===== config.mk =====
export PLATFORM = sky130hd
export DESIGN_NAME = updown_counter_mod
export DESIGN_NICKNAME = d
export VERILOG_FILES = /design/src/rtl/updown_counter_mod.sv
export SDC_FILE = /design/constraint.sdc
export NUM_CORES = 1
export LEC_CHECK = 0
export ABC_AREA = 1
export CORE_UTILIZATION = 25
export CTS_CLUSTER_SIZE = 40
export DETAILED_ROUTE_END_ITERATION = 7
export PLACE_DENSITY = 0.49
export SYNTH_ARGS = -nofsm -noshare
export SYNTH_HDL_FRONTEND = slang
export SYNTH_SLANG_ARGS = --single-unit

===== constraint.sdc =====
create_clock -name clk -period 2.4 [get_ports clk]
set_input_delay 0.72 -clock clk [delete_from_list [all_inputs] [get_ports clk]]
set_output_delay 0.72 -clock clk [all_outputs]
set_load 0.02 [all_outputs]

===== src/rtl/updown_counter_mod.sv =====
// -----------------------------------------------------------------------------
// updown_counter_mod
//
// Parametrised up/down counter with count enable, synchronous parallel load,
// run-time wrap/saturate selection, a terminal-count decode and one-cycle
// wrap / saturation event pulses. With default parameters, sat_mode=0, en=1
// and load=0 it behaves like the original fixed 3-bit up/down counter.
//
// Parameters:
//   WIDTH        counter width in bits (>= 1)
//   MAX          highest count value, 1 <= MAX <= 2**WIDTH-1
//   RESET_VALUE  counter value after reset, 0 <= RESET_VALUE <= MAX
//
// Ports:
//   clk         in   1      clock, all state updates on the rising edge
//   reset       in   1      synchronous active-high reset
//   en          in   1      count enable
//   updown      in   1      1 = count up, 0 = count down
//   sat_mode    in   1      1 = saturate at limits, 0 = wrap modulo MAX+1
//   load        in   1      synchronous parallel load strobe
//   load_value  in   WIDTH  value to load (clamped to MAX)
//   counter     out  WIDTH  current count (registered)
//   tc          out  1      terminal count: at the limit in the current direction
//   wrap        out  1      registered pulse: counter just wrapped
//   sat_hit     out  1      registered pulse: a count was blocked at a limit
// -----------------------------------------------------------------------------
module updown_counter_mod #(
    parameter int WIDTH       = 3,
    parameter int MAX         = 2**WIDTH - 1,
    parameter int RESET_VALUE = 0
) (
    input  logic             clk,
    input  logic             reset,
    input  logic             en,
    input  logic             updown,
    input  logic             sat_mode,
    input  logic             load,
    input  logic [WIDTH-1:0] load_value,
    output logic [WIDTH-1:0] counter,
    output logic             tc,
    output logic             wrap,
    output logic             sat_hit
);

    localparam logic [WIDTH-1:0] MAX_V  = WIDTH'(MAX);
    localparam logic [WIDTH-1:0] RST_V  = WIDTH'(RESET_VALUE);
    localparam logic [WIDTH-1:0] ZERO_V = WIDTH'(0);
    localparam logic [WIDTH-1:0] ONE_V  = WIDTH'(1);

    logic [WIDTH-1:0] counter_r;
    logic             wrap_r;
    logic             sat_hit_r;

    logic [WIDTH-1:0] counter_nxt_s;
    logic             wrap_nxt_s;
    logic             sat_hit_nxt_s;
    logic             at_max_s;
    logic             at_zero_s;

    // Limit decodes shared by the next-state logic and the tc output.
    assign at_max_s  = (counter_r == MAX_V);
    assign at_zero_s = (counter_r == ZERO_V);

    // Next-state and event-pulse computation; reset priority is applied in the register.
    always_comb begin
        counter_nxt_s = counter_r;
        wrap_nxt_s    = 1'b0;
        sat_hit_nxt_s = 1'b0;
        if (load) begin
            // Out-of-range load values are clamped so the count never leaves 0..MAX.
            if (load_value > MAX_V) begin
                counter_nxt_s = MAX_V;
            end else begin
                counter_nxt_s = load_value;
            end
        end else if (en) begin
            case (updown)
                1'b1: begin
                    if (at_max_s) begin
                        if (sat_mode) begin
                            sat_hit_nxt_s = 1'b1;
                        end else begin
                            counter_nxt_s = ZERO_V;
                            wrap_nxt_s    = 1'b1;
                        end
                    end else begin
                        counter_nxt_s = counter_r + ONE_V;
                    end
                end
                1'b0: begin
                    if (at_zero_s) begin
                        if (sat_mode) begin
                            sat_hit_nxt_s = 1'b1;
                        end else begin
                            counter_nxt_s = MAX_V;
                            wrap_nxt_s    = 1'b1;
                        end
                    end else begin
                        counter_nxt_s = counter_r - ONE_V;
                    end
                end
                default: begin
                    counter_nxt_s = counter_r;
                end
            endcase
        end else begin
            counter_nxt_s = counter_r;
        end
    end

    // State register with synchronous reset; pulses are aligned with the post-event count.
    always_ff @(posedge clk) begin
        if (reset) begin
            counter_r <= RST_V;
            wrap_r    <= 1'b0;
            sat_hit_r <= 1'b0;
        end else begin
            counter_r <= counter_nxt_s;
            wrap_r    <= wrap_nxt_s;
            sat_hit_r <= sat_hit_nxt_s;
        end
    end

    assign counter = counter_r;
    assign wrap    = wrap_r;
    assign sat_hit = sat_hit_r;
    assign tc      = updown ? at_max_s : at_zero_s;

endmodule


==> results.sh, run 1 <==
export IMPL_path_buf_inv=2
export IMPL_crit_family="buffers and inverters"
export IMPL_required_ns=1.68
export IMPL_tightest_slew_ns=0.323
export IMPL_pin_count=15
export IMPL_grt_pass1_vias=408
export IMPL_cts_tree="built"
export IMPL_avgSynthCellArea_um2=6.33
export IMPL_final_hold_worst_slack_ns=0.517
export IMPL_wl_um=1030
export IMPL_drt_iter0_markers=13
export IMPL_drcViolationCount=0
export IMPL_critPathKind="input pin to output port"
export IMPL_syn_nets=83
export IMPL_hold_path_class="flop to flop"
export IMPL_synth_seq_area_share=0.229
export IMPL_power_density_nw_per_um2=473
export IMPL_rsz0062_at_grt="false"
export IMPL_cts_resized=4
export IMPL_cts_buffers=3
export IMPL_tns_ns=0
export IMPL_ff2ff_path_depth=7
export IMPL_holdBufCountCts=0
export IMPL_antenna_found_initial=0
export IMPL_timing_rr_start="counter[1]"
export IMPL_clock_skew_ns=0.00125
export IMPL_critPathArrivalTime_ns=1.60
export IMPL_place_congestion=0.744
export IMPL_layout_commonest_cell="nand2_1"
export IMPL_timing_rr_end="counter[0]"
export IMPL_die_w_um=43.8
export IMPL_timing_fmax_mhz=431
export IMPL_fin_nets=104
export IMPL_place_worst_setup_slack_ns=-0.368
export IMPL_crit_top_cell="nand2_1"
export IMPL_placementRows=14
export IMPL_grt_use_total=0.122
export IMPL_crit_chain="clkdlybuf4s50_1, nor2_2, nand2_1, nand2_1, buf_2"
export IMPL_synth_warnings=0
export IMPL_grt_pass1_wl_um=1670
export IMPL_ys_seq_elements=5
export IMPL_n_antenna_cell=0
export IMPL_ir_drop_mv=0.366
export IMPL_vias=461
export IMPL_detail_route_wl_per_cell_um=9.83
export IMPL_mostFrequentLayoutCells="24 x nand2_1, 13 x clkdlybuf4s50_1, 11 x nor2_1"
export IMPL_root_buffer="clkbuf_4"
export IMPL_synthCells=69
export IMPL_netlist_area_um2=437
export IMPL_fin_crit_ns=2.32
export IMPL_end_kind="output port"
export IMPL_clkTransAtPathRegs_ns=0.04
export IMPL_min_from="counter[1]"
export IMPL_hold_depth=2
export IMPL_vias_per_cell=4.39
export IMPL_core_area_um2=1580
export IMPL_slew_violations=0
export IMPL_clock_sinks=5
export IMPL_r2r_setup_slack_ns=1.08
export IMPL_die_area_um2=1920
export IMPL_grt_max_degree=9
export IMPL_h_tree_depth=1
export IMPL_syn2layout_area_growth_pct=44.1
export IMPL_finalHoldViolCount=0
export IMPL_start_kind="input pin"
export IMPL_critPathSlowestCell="clkdlybuf4s50_1"
export IMPL_critical_path_max_fanout=3
export IMPL_critPathLaunch="updown"
export IMPL_insertion_delay_ns=0.24
export IMPL_report_final_setup_viol=0
export IMPL_hpwl_um=847
export IMPL_fin_ws_ns=0.0783
export IMPL_die_y_um=43.8
export IMPL_status="completed"
export IMPL_cts_setup_buffers=0
export IMPL_port_buffers=14
export IMPL_slowest_delay_ns=0.45
export IMPL_initial_core_util=0.277
export IMPL_p_leak_nw=0.318
export IMPL_first_pass_iters=4
export IMPL_slew_headroom=0.784
export IMPL_grt_overflow=0
export IMPL_synthDistinctLibCells=17
export IMPL_maxCapViolations=0
export IMPL_cts_buffer_depth=2
export IMPL_drtAntennaViolNets=0
export IMPL_fin_crit_sh=0.967
export IMPL_hold_path_end="counter[1]"
export IMPL_drive_gt1_frac=0.169
## registers in the layout (all words and copies together) (netlist names)
| register | flops |
|---|---|
| counter | 3 |
| sat_hit | 1 |
| wrap | 1 |
## through the flow
step / cells / utilization / power [W] / area, um^2
2_1_floorplan: 69 / - / 0.000159 / 437
3_5_place_dp: 101 / 0.386 / 0.000207 / 608
4_1_cts: 105 / 0.399 / 0.000304 / 629
5_1_grt: 105 / 0.399 / 0.000328 / 629
6_report: 105 / 0.399 / 0.000298 / 629
3_3_place_gp: 101 / 0.386 / 0.000207 / 608
## routing by layer
metal	global-route usage	part of all wire	wire length (um)	vias to the layer above
met3	0.0833	0.11	109	0
li1	-	-	-	253
met4	0.0188	0	0	0
met1	0.151	0.47	485	189
met5	0	0	0	-
met2	0.179	0.42	437	19
## how the worst max path moves through the flow
stage / endpoint / slack, ns / cells past startpoint
after global placement: tc / -0.34 / 5
after floorplan: tc / 0.46 / 4
final: tc / 0.08 / 5
after detailed placement: tc / -0.37 / 5
after global routing: tc / 0.0009 / 5
after CTS: tc / 0.06 / 5
## area by class of cell
class                           count  area, um^2
Clock buffer                        4        26.3
Tap cell                           16        20.0
Sequential cell                     5         100
Inverter                            8        30.0
Multi-Input combinational cell     54         288
Fill cell                         173         947
Timing Repair Buffer               18         165
## tightest hold or removal path: stages (launching register included)
cell     delay, ns
dfxtp_1       0.34
nand2_2       0.08
a21oi_2       0.05
## synth_stat cells
library cell	n	area (um^2)
nor2_1	11	41.3
nand3_1	5	25.0
nand4_2	1	12.5
buf_4	1	7.51
nand2_1	24	90.1
nand2_2	1	6.26
ha_1	5	62.6
nand3_2	1	10.0
or2_4	1	8.76
dfxtp_1	5	100
inv_1	7	26.3
a21oi_2	1	8.76
inv_2	1	3.75
nor2_2	1	6.26
a21oi_1	2	10.0
nand4_1	1	6.26
buf_6	1	11.3
## report_power, final
part           total (W)  internal [W]  switching [W]
registers      0.0000943     0.0000891     0.00000517
logic           0.000109     0.0000518      0.0000570
clock network  0.0000945     0.0000627      0.0000318
total           0.000298      0.000204      0.0000940
## cells by family (layout without fill, tap and decap cells)
kind of cell / count (synthesis) / in the layout / share of synthesized area
simple gates: 46 / 46 / 0.473
buf+inv: 10 / 30 / 0.112
fa+ha+maj: 5 / 5 / 0.143
flops: 5 / 5 / 0.229
compound gates: 3 / 3 / 0.0430
(Power assumes the default switching activity.)
==> inputs of run 2 (changes only) <==
--- a/config.mk
+++ b/config.mk
@@ -10,6 +10,7 @@
 export CTS_CLUSTER_SIZE = 40
 export DETAILED_ROUTE_END_ITERATION = 7
 export PLACE_DENSITY = 0.49
+export SKIP_LAST_GASP = 1
 export SYNTH_ARGS = -nofsm -noshare
 export SYNTH_HDL_FRONTEND = slang
 export SYNTH_SLANG_ARGS = --single-unit
==> results of run 2 <==
The final DEF is identical to that of run 1; final timing and power are the same.
